File: src/rtl/echo_range_processor_pkg.sv
// Shared types and constants for the echo range processing pipeline.
package echo_range_processor_pkg;

  typedef enum logic [2:0] {
    ST_IDLE    = 3'd0,
    ST_DIVIDE  = 3'd1,
    ST_AVERAGE = 3'd2,
    ST_CONVERT = 3'd3,
    ST_DONE    = 3'd4
  } state_e;

  localparam int CYCLES_PER_CM_DEF = 2900;
  localparam int MAX_CM_DEF        = 400;
  localparam int BCD_W             = 4;
  localparam int BCD_DIGITS        = 3;
  localparam int CM_W              = 10;
  localparam int DD_W              = BCD_DIGITS * BCD_W + CM_W;

  // One double-dabble iteration: add 3 to every BCD digit >= 5, then shift left.
  function automatic logic [DD_W-1:0] dd_step(input logic [DD_W-1:0] v);
    logic [DD_W-1:0] a;
    a = v;
    for (int i = 0; i < BCD_DIGITS; i++) begin
      if (a[CM_W + i*BCD_W +: BCD_W] >= 4'd5) begin
        a[CM_W + i*BCD_W +: BCD_W] = a[CM_W + i*BCD_W +: BCD_W] + 4'd3;
      end else begin
        a[CM_W + i*BCD_W +: BCD_W] = a[CM_W + i*BCD_W +: BCD_W];
      end
    end
    return {a[DD_W-2:0], 1'b0};
  endfunction

endpackage

File: src/rtl/echo_range_processor_seq_divider.sv
// Restoring shift-subtract divider by a constant, one quotient bit per cycle.
// The first bit is produced on the start edge, so W bits take exactly W cycles;
// done pulses in the cycle after the last bit and the quotient then holds.
module echo_range_processor_seq_divider #(
  parameter int W       = 21,
  parameter int DIVISOR = 2900
) (
  input  logic         clock,
  input  logic         reset,
  input  logic         start,
  input  logic [W-1:0] dividend,
  output logic         done,
  output logic [W-1:0] quotient
);

  localparam int           CNT_W   = $clog2(W + 1);
  localparam logic [W:0]   DIV_EXT = (W+1)'(DIVISOR);

  logic [W-1:0]     rem_q, rem_d;
  logic [W-1:0]     quo_q, quo_d;
  logic [CNT_W-1:0] cnt_q, cnt_d;
  logic             run_q, run_d;
  logic             done_q, done_d;

  logic [W-1:0] step_rem_in_s, step_quo_in_s;
  logic [W-1:0] step_rem_s, step_quo_s;
  logic [W:0]   shifted_s;
  logic         fits_s;

  // Single restoring step; starts from a clean remainder when idle.
  always_comb begin
    if (run_q) begin
      step_rem_in_s = rem_q;
      step_quo_in_s = quo_q;
    end else begin
      step_rem_in_s = '0;
      step_quo_in_s = dividend;
    end
    shifted_s = {step_rem_in_s, step_quo_in_s[W-1]};
    fits_s    = (shifted_s >= DIV_EXT);
    if (fits_s) begin
      step_rem_s = W'(shifted_s - DIV_EXT);
    end else begin
      step_rem_s = shifted_s[W-1:0];
    end
    step_quo_s = {step_quo_in_s[W-2:0], fits_s};
  end

  // Iteration control and done pulse generation.
  always_comb begin
    rem_d  = rem_q;
    quo_d  = quo_q;
    cnt_d  = cnt_q;
    run_d  = run_q;
    done_d = 1'b0;
    if (run_q) begin
      rem_d = step_rem_s;
      quo_d = step_quo_s;
      cnt_d = cnt_q - CNT_W'(1);
      if (cnt_q == CNT_W'(1)) begin
        run_d  = 1'b0;
        done_d = 1'b1;
      end else begin
        run_d  = 1'b1;
      end
    end else if (start) begin
      rem_d = step_rem_s;
      quo_d = step_quo_s;
      cnt_d = CNT_W'(W - 1);
      run_d = 1'b1;
    end else begin
      run_d = 1'b0;
    end
  end

  // Divider state registers.
  always_ff @(posedge clock) begin
    if (reset) begin
      rem_q  <= '0;
      quo_q  <= '0;
      cnt_q  <= '0;
      run_q  <= 1'b0;
      done_q <= 1'b0;
    end else begin
      rem_q  <= rem_d;
      quo_q  <= quo_d;
      cnt_q  <= cnt_d;
      run_q  <= run_d;
      done_q <= done_d;
    end
  end

  assign done     = done_q;
  assign quotient = quo_q;

endmodule

File: src/rtl/echo_range_processor.sv
// Converts a raw echo width to centimetres, smooths it with a power-of-two
// moving average, and presents BCD digits plus a hysteretic near flag.
module echo_range_processor
  import echo_range_processor_pkg::*;
#(
  parameter int COUNT_W       = 21,
  parameter int CYCLES_PER_CM = CYCLES_PER_CM_DEF,
  parameter int AVG_LOG2      = 2,
  parameter int MAX_CM        = MAX_CM_DEF,
  parameter int NEAR_ON       = 20,
  parameter int NEAR_OFF      = 25
) (
  input  logic               clock,
  input  logic               reset,
  input  logic [COUNT_W-1:0] echo_count,
  input  logic               sample_valid,
  output logic               busy,
  output logic               out_valid,
  output logic [CM_W-1:0]    distance_cm,
  output logic [BCD_W-1:0]   bcd_hundreds,
  output logic [BCD_W-1:0]   bcd_tens,
  output logic [BCD_W-1:0]   bcd_ones,
  output logic               near,
  output logic               out_of_range
);

  localparam int DEPTH = 1 << AVG_LOG2;
  localparam int PTR_W = (AVG_LOG2 > 0) ? AVG_LOG2 : 1;
  localparam int SUM_W = CM_W + AVG_LOG2;

  state_e state_q, state_d;
  logic              busy_q, busy_d;
  logic              out_valid_q, out_valid_d;
  logic [CM_W-1:0]   dist_q, dist_d;
  logic [BCD_W-1:0]  bcd_h_q, bcd_h_d, bcd_t_q, bcd_t_d, bcd_o_q, bcd_o_d;
  logic              near_q, near_d;
  logic              oor_q, oor_d;
  logic [CM_W-1:0]   sample_cm_q, sample_cm_d;
  logic              raw_oor_q, raw_oor_d;
  logic [CM_W-1:0]   avg_q, avg_d;
  logic [CM_W-1:0]   ring_q [DEPTH];
  logic [CM_W-1:0]   ring_d [DEPTH];
  logic [SUM_W-1:0]  sum_q, sum_d;
  logic [PTR_W-1:0]  ptr_q, ptr_d;
  logic              primed_q, primed_d;
  logic [DD_W-1:0]   dd_q, dd_d;
  logic [3:0]        dd_cnt_q, dd_cnt_d;

  logic               div_start_s;
  logic               div_done_s;
  logic [COUNT_W-1:0] div_quo_s;
  logic [CM_W-1:0]    avg_s;

  // New samples are only taken when the pipeline is idle.
  assign div_start_s = (state_q == ST_IDLE) && sample_valid;

  echo_range_processor_seq_divider #(
    .W       (COUNT_W),
    .DIVISOR (CYCLES_PER_CM)
  ) u_div (
    .clock    (clock),
    .reset    (reset),
    .start    (div_start_s),
    .dividend (echo_count),
    .done     (div_done_s),
    .quotient (div_quo_s)
  );

  // Next-state logic for the sequencer, averaging buffer and output registers.
  always_comb begin
    state_d     = state_q;
    busy_d      = busy_q;
    out_valid_d = 1'b0;
    dist_d      = dist_q;
    bcd_h_d     = bcd_h_q;
    bcd_t_d     = bcd_t_q;
    bcd_o_d     = bcd_o_q;
    near_d      = near_q;
    oor_d       = oor_q;
    sample_cm_d = sample_cm_q;
    raw_oor_d   = raw_oor_q;
    avg_d       = avg_q;
    ring_d      = ring_q;
    sum_d       = sum_q;
    ptr_d       = ptr_q;
    primed_d    = primed_q;
    dd_d        = dd_q;
    dd_cnt_d    = dd_cnt_q;
    avg_s       = avg_q;

    case (state_q)
      ST_IDLE: begin
        if (sample_valid) begin
          busy_d  = 1'b1;
          state_d = ST_DIVIDE;
        end else begin
          busy_d  = 1'b0;
        end
      end

      ST_DIVIDE: begin
        if (div_done_s) begin
          if (div_quo_s > COUNT_W'(MAX_CM)) begin
            sample_cm_d = CM_W'(MAX_CM);
            raw_oor_d   = 1'b1;
          end else begin
            sample_cm_d = div_quo_s[CM_W-1:0];
            raw_oor_d   = 1'b0;
          end
          state_d = ST_AVERAGE;
        end else begin
          state_d = ST_DIVIDE;
        end
      end

      ST_AVERAGE: begin
        if (primed_q) begin
          ring_d[ptr_q] = sample_cm_q;
          sum_d = sum_q - SUM_W'(ring_q[ptr_q]) + SUM_W'(sample_cm_q);
        end else begin
          for (int i = 0; i < DEPTH; i++) begin
            ring_d[i] = sample_cm_q;
          end
          sum_d    = SUM_W'(sample_cm_q) << AVG_LOG2;
          primed_d = 1'b1;
        end
        if (ptr_q == PTR_W'(DEPTH - 1)) begin
          ptr_d = '0;
        end else begin
          ptr_d = ptr_q + PTR_W'(1);
        end
        avg_s    = CM_W'(sum_d >> AVG_LOG2);
        avg_d    = avg_s;
        dd_d     = {{(BCD_DIGITS*BCD_W){1'b0}}, avg_s};
        dd_cnt_d = 4'd10;
        state_d  = ST_CONVERT;
      end

      ST_CONVERT: begin
        dd_d     = dd_step(dd_q);
        dd_cnt_d = dd_cnt_q - 4'd1;
        if (dd_cnt_q == 4'd1) begin
          state_d = ST_DONE;
        end else begin
          state_d = ST_CONVERT;
        end
      end

      ST_DONE: begin
        dist_d      = avg_q;
        bcd_h_d     = dd_q[CM_W + 2*BCD_W +: BCD_W];
        bcd_t_d     = dd_q[CM_W + BCD_W +: BCD_W];
        bcd_o_d     = dd_q[CM_W +: BCD_W];
        oor_d       = raw_oor_q;
        if (!near_q && (avg_q < CM_W'(NEAR_ON))) begin
          near_d = 1'b1;
        end else if (near_q && (avg_q >= CM_W'(NEAR_OFF))) begin
          near_d = 1'b0;
        end else begin
          near_d = near_q;
        end
        out_valid_d = 1'b1;
        busy_d      = 1'b0;
        state_d     = ST_IDLE;
      end

      default: begin
        busy_d  = 1'b0;
        state_d = ST_IDLE;
      end
    endcase
  end

  // State and output registers with synchronous reset.
  always_ff @(posedge clock) begin
    if (reset) begin
      state_q     <= ST_IDLE;
      busy_q      <= 1'b0;
      out_valid_q <= 1'b0;
      dist_q      <= '0;
      bcd_h_q     <= '0;
      bcd_t_q     <= '0;
      bcd_o_q     <= '0;
      near_q      <= 1'b0;
      oor_q       <= 1'b0;
      sample_cm_q <= '0;
      raw_oor_q   <= 1'b0;
      avg_q       <= '0;
      for (int i = 0; i < DEPTH; i++) begin
        ring_q[i] <= '0;
      end
      sum_q       <= '0;
      ptr_q       <= '0;
      primed_q    <= 1'b0;
      dd_q        <= '0;
      dd_cnt_q    <= 4'd0;
    end else begin
      state_q     <= state_d;
      busy_q      <= busy_d;
      out_valid_q <= out_valid_d;
      dist_q      <= dist_d;
      bcd_h_q     <= bcd_h_d;
      bcd_t_q     <= bcd_t_d;
      bcd_o_q     <= bcd_o_d;
      near_q      <= near_d;
      oor_q       <= oor_d;
      sample_cm_q <= sample_cm_d;
      raw_oor_q   <= raw_oor_d;
      avg_q       <= avg_d;
      ring_q      <= ring_d;
      sum_q       <= sum_d;
      ptr_q       <= ptr_d;
      primed_q    <= primed_d;
      dd_q        <= dd_d;
      dd_cnt_q    <= dd_cnt_d;
    end
  end

  assign busy         = busy_q;
  assign out_valid    = out_valid_q;
  assign distance_cm  = dist_q;
  assign bcd_hundreds = bcd_h_q;
  assign bcd_tens     = bcd_t_q;
  assign bcd_ones     = bcd_o_q;
  assign near         = near_q;
  assign out_of_range = oor_q;

endmodule

File: config.mk
export PLATFORM = sky130hd
export DESIGN_NAME = echo_range_processor
export DESIGN_NICKNAME = d
export VERILOG_FILES = /design/src/rtl/echo_range_processor_pkg.sv /design/src/rtl/echo_range_processor_seq_divider.sv /design/src/rtl/echo_range_processor.sv
export SDC_FILE = /design/constraint.sdc
export NUM_CORES = 1
export LEC_CHECK = 0
export ABC_AREA = 1
export ABC_CLOCK_PERIOD_IN_PS = 3400
export CAP_MARGIN = 20
export CORE_ASPECT_RATIO = 0.7
export CORE_UTILIZATION = 30
export CTS_BUF_LIST = sky130_fd_sc_hd__clkbuf_8
export CTS_CLUSTER_SIZE = 24
export DETAILED_ROUTE_END_ITERATION = 7
export GPL_ROUTABILITY_DRIVEN = 0
export PLACE_DENSITY = 0.47
export SLEW_MARGIN = 20
export SYNTH_ARGS = -nofsm -noshare
export SYNTH_HDL_FRONTEND = slang
export SYNTH_SLANG_ARGS = --single-unit
export TNS_END_PERCENT = 10
File: constraint.sdc
create_clock -name clock -period 3.4 [get_ports clock]
set_input_delay 0.34 -clock clock [delete_from_list [all_inputs] [get_ports clock]]
set_output_delay 0.34 -clock clock [all_outputs]
set_load 0.005 [all_outputs]
==> results of run 1 <==
[cell type report]
class | count | area (sq um) | area share [%]
clock buffers | 17 | 234.0 | 2.383
flip-flops and latches | 170 | 3405 | 34.68
clock inverters | 15 | 173.9 | 1.772
repair buffers | 70 | 643.1 | 6.551
inverters | 153 | 576.8 | 5.876
well taps | 371 | 464.2 | 4.729
multi-input cells | 838 | 4320 | 44.01
[layer usage]
layer,wire length [um],up-vias,track usage [%]
met4,133,0,4.036
li1,-,4067,-
met1,13330,3579,26.00
met3,949,9,3.265
met5,0,-,0
met2,9325,122,23.83
[cells by family (layout without fill, tap and decap cells)]
kind of cell	count (synthesis)	after routing	synth area share, %
compound gates	340	340	21.24
buf+inv	215	255	9.781
xor+xnor	10	10	1.023
fa+ha+maj	40	40	6.725
simple gates	448	448	21.46
flops	170	170	39.77
[synthesized netlist by cell type, types with 3 or more instances]
master and n:
fa_1 10, nand3_1 58, o22ai_1 18, a211oi_1 8, ha_1 30, o21ai_0 134
dfxtp_1 170, inv_2 4, buf_2 7, o21bai_1 3, nand4_1 8, clkbuf_1 51
xor2_1 10, a31oi_1 25, inv_1 148, nor2_1 85, nand2_2 3, nor4_1 4
o211ai_1 3, or2_2 3, a21oi_1 138, nor3_1 7, nand2_1 273
[state kept, by name, summed over array words and instances, names as in the netlist, 2 cells and up]
name            count
ring_q             40
dd_q               22
u_div.quotient     21
u_div.rem_q        21
avg_q              10
distance_cm        10
sample_cm_q        10
u_div.cnt_q         5
bcd_hundreds        4
bcd_ones            4
bcd_tens            4
dd_cnt_q            4
state_q             3
ptr_q               2
sum_q               2
[stage by stage]
step                      hold WS [ns]  utilization [%]  std cells  area [sq um]
after floorplan                 0.4260                -       1223          8558
after global placement          0.4414            33.66       1602          9409
after detailed placement        0.4420            33.66       1602          9409
after CTS                       0.4084            35.12       1634          9817
after global routing            0.4136            35.12       1634          9817
final                           0.4377            35.12       1634          9817
[path summary, 6_finish.rpt]
check | from | end | slack [ns] | cells past startpoint
worst min-delay path | echo_count[14] | u_div.quotient[15] | 0.44 | 3
worst max-delay path | ptr_q[0] | avg_q[4] | 0.47 | 14
worst min register to register | avg_q[7] | avg_q[7] | 0.46 | 2
worst max register to register | ptr_q[0] | avg_q[4] | 0.47 | 14
[report_power, final]
part | internal (mW) | leakage, nW | switching [mW] | total [mW]
logic | 0.231 | 2.57 | 0.432 | 0.664
registers | 2.09 | 1.38 | 0.0812 | 2.17
clock network | 0.559 | 0.197 | 0.909 | 1.47
[worst max-delay path, stage by stage (launching register included)]
cell,delay (ns)
dfxtp_1,0.34
inv_1,0.13
buf_4,0.22
o21ai_0,0.18
o22ai_1,0.11
fa_1,0.48
inv_1,0.04
ha_1,0.36
a21oi_1,0.21
nand2_1,0.14
a21oi_1,0.22
or2_2,0.15
nand3_1,0.06
nand3_1,0.10
o21ai_0,0.10
==> flow_metrics.tcl, run 1 <==
set metrics [dict create \
    peakVddDrop_uv 211.6 \
    end_kind "register" \
    areaGrowthSynthToFinish_pct 14.71 \
    synthTopCellsByArea "dfxtp_1 40%, nand2_1 12%, a21oi_1 8.1%" \
    first_global_vias 7176 \
    io_pins 50 \
    cp-start-kind "register" \
    antenna_found_initial 0 \
    worstMarginPinSlew_ns 0.9345 \
    max_freq_mhz 341.2 \
    via_per_inst 4.759 \
    cts-resized-gates 0 \
    synthesis.area_sq_mm 0.008558 \
    overflow 0 \
    drc 0 \
    path_class "register to register" \
    diodes 0 \
    crit_required_ns 3.76 \
    rsz0062_at_grt "no" \
    syn_inst 1223 \
    pre_cts_ws_ns 0.4931 \
    synth_top_area_share_pct 39.77 \
    path_max_fanout 14 \
    dp_hpwl_um 16860 \
    rows 51 \
    finalSetupViolations 0 \
    cp_data_arrival_time_ns 3.29 \
    fp.dieW_um 203.9 \
    fillers 3013 \
    drtAntennaViolNets 0 \
    clk_latency_ns 0.48 \
    cts_setup_buffers 0 \
    cts.root.buffer_cell "clkbuf_8" \
    ys_seq_elements 170 \
    synth_seq_area_share_pct 39.77 \
    mostFrequentLayoutCells "273 x nand2_1, 169 x dfxtp_1, 147 x inv_1" \
    drt_wl_total_um 23740 \
    fin_ws_ns 0.4691 \
    min_period_ns 2.931 \
    outcome "finished clean" \
    relSlewSlack_pct 37.70 \
    maxSlewViolCount 0 \
    synthFlopType "dfxtp_1" \
    drive_gt1_share_pct 5.701 \
    drt_iter0_drc 520 \
    leakage_nw 4.149 \
    synthDistinctLibCells 42 \
    ys_warn_count 0 \
    grt_max_degree 79 \
    fin_crit_sh_pct 86.20 \
    worst_clock_skew_ns 0.02440 \
    h-tree-depth 4 \
    clockBufferDepth 2 \
    cts.sinks 170 \
    die_h_um 143.3 \
    syn_nets 1287 \
    wire_per_inst_um 14.53 \
    holdBufCountCts 0 \
    clk_pin_slew_ns 0.12 \
    die-area_sq_mm 0.02922 \
    tritoncts "done" \
    port_buffers 49 \
    tns_ns 0 \
    syn_area_per_cell_sq_um 6.998 \
    start_util_pct 30.62 \
    power_mw 4.304 \
    hold_class "input port to register" \
    coreArea_sq_mm 0.02795 \
    layout_commonest_cell "nand2_1" \
    numCtsBuffers 17 \
    vias 7777 \
    synth_top_area_cell "dfxtp_1" \
    ys_async_sr_fraction_pct 0 \
    synth_edf_count 0 \
    grt_pass1_wl_um 38930 \
    grt.total_usage_pct 16.95 \
    hold_viol_final 0 \
    power_density_mw_per_mm2 438.4 \
    firstDrtPassIters 5 \
    nNetsFinal 1314 \
    drv_cap 0 \
]
(Power assumes the default switching activity.)
==> inputs of run 2 (changes only) <==
--- a/config.mk
+++ b/config.mk
@@ -5,7 +5,6 @@
 export SDC_FILE = /design/constraint.sdc
 export NUM_CORES = 1
 export LEC_CHECK = 0
-export ABC_AREA = 1
 export ABC_CLOCK_PERIOD_IN_PS = 3400
 export CAP_MARGIN = 20
 export CORE_ASPECT_RATIO = 0.7
@@ -13,7 +12,8 @@
 export CTS_BUF_LIST = sky130_fd_sc_hd__clkbuf_8
 export CTS_CLUSTER_SIZE = 24
 export DETAILED_ROUTE_END_ITERATION = 7
-export GPL_ROUTABILITY_DRIVEN = 0
+export GPL_ROUTABILITY_DRIVEN = 1
+export GPL_TIMING_DRIVEN = 0
 export PLACE_DENSITY = 0.47
 export SLEW_MARGIN = 20
 export SYNTH_ARGS = -nofsm -noshare
==> flow_metrics.tcl, run 2 <==
set metrics [dict create \
    holdBufCountCts 0 \
    clockBufferDepth 2 \
    largestRegisters "ring_q x40, dd_q x22" \
    mostFrequentLayoutCells "168 x dfxtp_1, 163 x nand2_1, 162 x nor2_1" \
    die_h_um 142.4 \
    min_period_ns 3.374 \
    die-area_sq_mm 0.02883 \
    ys_async_sr_fraction_pct 0 \
    nNetsFinal 1207 \
    end_kind "register" \
    cp-start-kind "register" \
    max_freq_mhz 296.4 \
    clk_pin_slew_ns 0.09 \
    rows 50 \
    syn_inst 1075 \
    peakVddDrop_uv 215.7 \
    fp.dieW_um 202.5 \
    largest_reg_flops 40 \
    fin_crit_sh_pct 99.25 \
    synth_most_common_cell "dfxtp_1" \
    worstMarginPinSlew_ns 1.096 \
    tns_ns 0 \
    relSlewSlack_pct 26.44 \
    grt_pass1_wl_um 41130 \
    synthFlopType "dfxtp_1" \
    ys_warn_count 0 \
    drv_cap 0 \
    vias 7525 \
    largest_register "ring_q" \
    hold_viol_final 0 \
    rrSetupSlack_ns 0.03 \
    fin_util_pct 36.34 \
    wire_per_inst_um 16.96 \
    path_class "register to register" \
    fin_ws_ns 0.02562 \
    coreArea_sq_mm 0.02721 \
    maxSlewViolCount 0 \
    drc 0 \
    io_pins 50 \
    areaGrowthSynthToFinish_pct 17.15 \
    drt_wl_total_um 25770 \
    use_met2_pct 25.04 \
    leakage_nw 3.485 \
    h-tree-depth 4 \
    drt_iter0_drc 512 \
    syn_area_per_cell_sq_um 7.853 \
    outcome "finished clean" \
    grt_max_degree 17 \
    hold_class "register to register" \
    top_usage_layer "met1" \
    synthesis.area_sq_mm 0.008442 \
    synthTopCellsByArea "dfxtp_1 40%, a21oi_1 9.5%, nand2_1 7.2%" \
    first_global_vias 7104 \
    worst_clock_skew_ns 0.01839 \
    numCtsBuffers 17 \
    ys_seq_elements 170 \
    cts.root.buffer_cell "clkbuf_8" \
    port_buffers 48 \
    place_congestion 0.8090 \
    pre_cts_ws_ns -0.5334 \
    grt.met3_usage_pct 3.022 \
    diodes 0 \
    drtAntennaViolNets 0 \
    yosys-top-cells-count "170 x dfxtp_1, 163 x nand2_1, 162 x nor2_1" \
    drive_gt1_share_pct 6.061 \
    power_mw 4.088 \
    dp_hpwl_um 18810 \
    synth_top_area_cell "dfxtp_1" \
    grtUsageMet1_pct 29.50 \
    cts.sinks 170 \
    path_max_fanout 10 \
    crit_required_ns 3.78 \
    synth_top_area_share_pct 40.31 \
    synthDistinctLibCells 62 \
    synth_edf_count 0 \
    via_per_inst 4.954 \
    start_util_pct 31.02 \
    firstDrtPassIters 5 \
    grt.total_usage_pct 18.46 \
    rsz0062_at_grt "yes" \
    cp_data_arrival_time_ns 3.75 \
    finalSetupViolations 0 \
    antenna_found_initial 0 \
    layout_commonest_cell "dfxtp_1" \
    tritoncts "done" \
    synth_seq_area_share_pct 40.31 \
    overflow 0 \
    syn_nets 1139 \
    clk_latency_ns 0.48 \
    power_density_mw_per_mm2 413.4 \
]
## run 2: cell types whose count changed in the layout (fill, tap and decap cells not counted), moves of 18 or more
cell	delta
nand3_1	-42
a31oi_1	-18
nand2_1	-110
a21oi_1	+22
clkbuf_1	+55
o22ai_1	-18
buf_4	-20
inv_1	-83
nor2_1	+78
o21ai_0	-113
## run 2: worst max-delay path, cell delays in order (launching register included)
cell and delay, ns:
dfxtp_4 0.43, buf_12 0.16, mux4_2 0.52, fa_1 0.49, inv_1 0.04, ha_1 0.35, a21boi_2 0.23, or4_1 0.41
a31oi_1 0.21, xnor2_1 0.13, a211o_1 0.30
## run 2: cells by family (layout without fill, tap and decap cells)
logic type	after synthesis	count (layout)	share of synthesized area (%)
AO/OA/AOI/OAI	266	266	18.41
XOR/XNOR	19	19	1.971
adder cells (fa/ha/maj)	40	40	6.818
buffers and inverters	127	207	5.914
flip-flops	170	170	40.31
multiplexers	22	22	4.135
AND/OR/NAND/NOR	431	431	22.44
## run 2: timing repair
action | CTS | global route
endpoints found under the setup margin | 31 | 14
pin swaps | 0 | 5
resized for setup | 13 | 10
setup buffers | 0 | 1
## run 2: final timing paths
path                         from         endpoint  cells after the start
setup / recovery         ptr_q[0]          dd_q[6]                     10
hold / removal    u_div.rem_q[20]  u_div.rem_q[20]                      2
setup reg to reg         ptr_q[0]          dd_q[6]                     10
hold reg to reg   u_div.rem_q[20]  u_div.rem_q[20]                      2
## run 2: layout make-up
cell class	count	area [sq um]
well taps	364	455.4
plain buffers	67	301.5
clock inverters	12	157.7
inverters	60	225.2
flip-flops and latches	170	3408
multi-input cells	778	4592
repair buffers	49	488.0
fillers	2897	17320
clock buffers	19	261.5
## run 2: power breakdown
group,internal (mW),total (mW),leakage (nW),switching (mW)
Clock,0.821,1.58,0.226,0.762
Sequential,2.04,2.09,1.38,0.0530
Combinational,0.161,0.417,1.88,0.256
## run 2: metal layers
layer  vias up  share of wire (%)
met2       156                 38
met3        17                4.5
li1       3799                  -
met5         -                  0
met4         0               0.80
met1      3553                 56
## run 2: stage by stage
stage | area, sq um | std cells | hold WS [ns]
floorplan | 8446 | 1075 | 0.4221
global placement | 9382 | 1487 | 0.4427
detailed placement | 9394 | 1487 | 0.4382
CTS | 9843 | 1518 | 0.4506
global route | 9889 | 1519 | 0.4752
finish | 9889 | 1519 | 0.4457
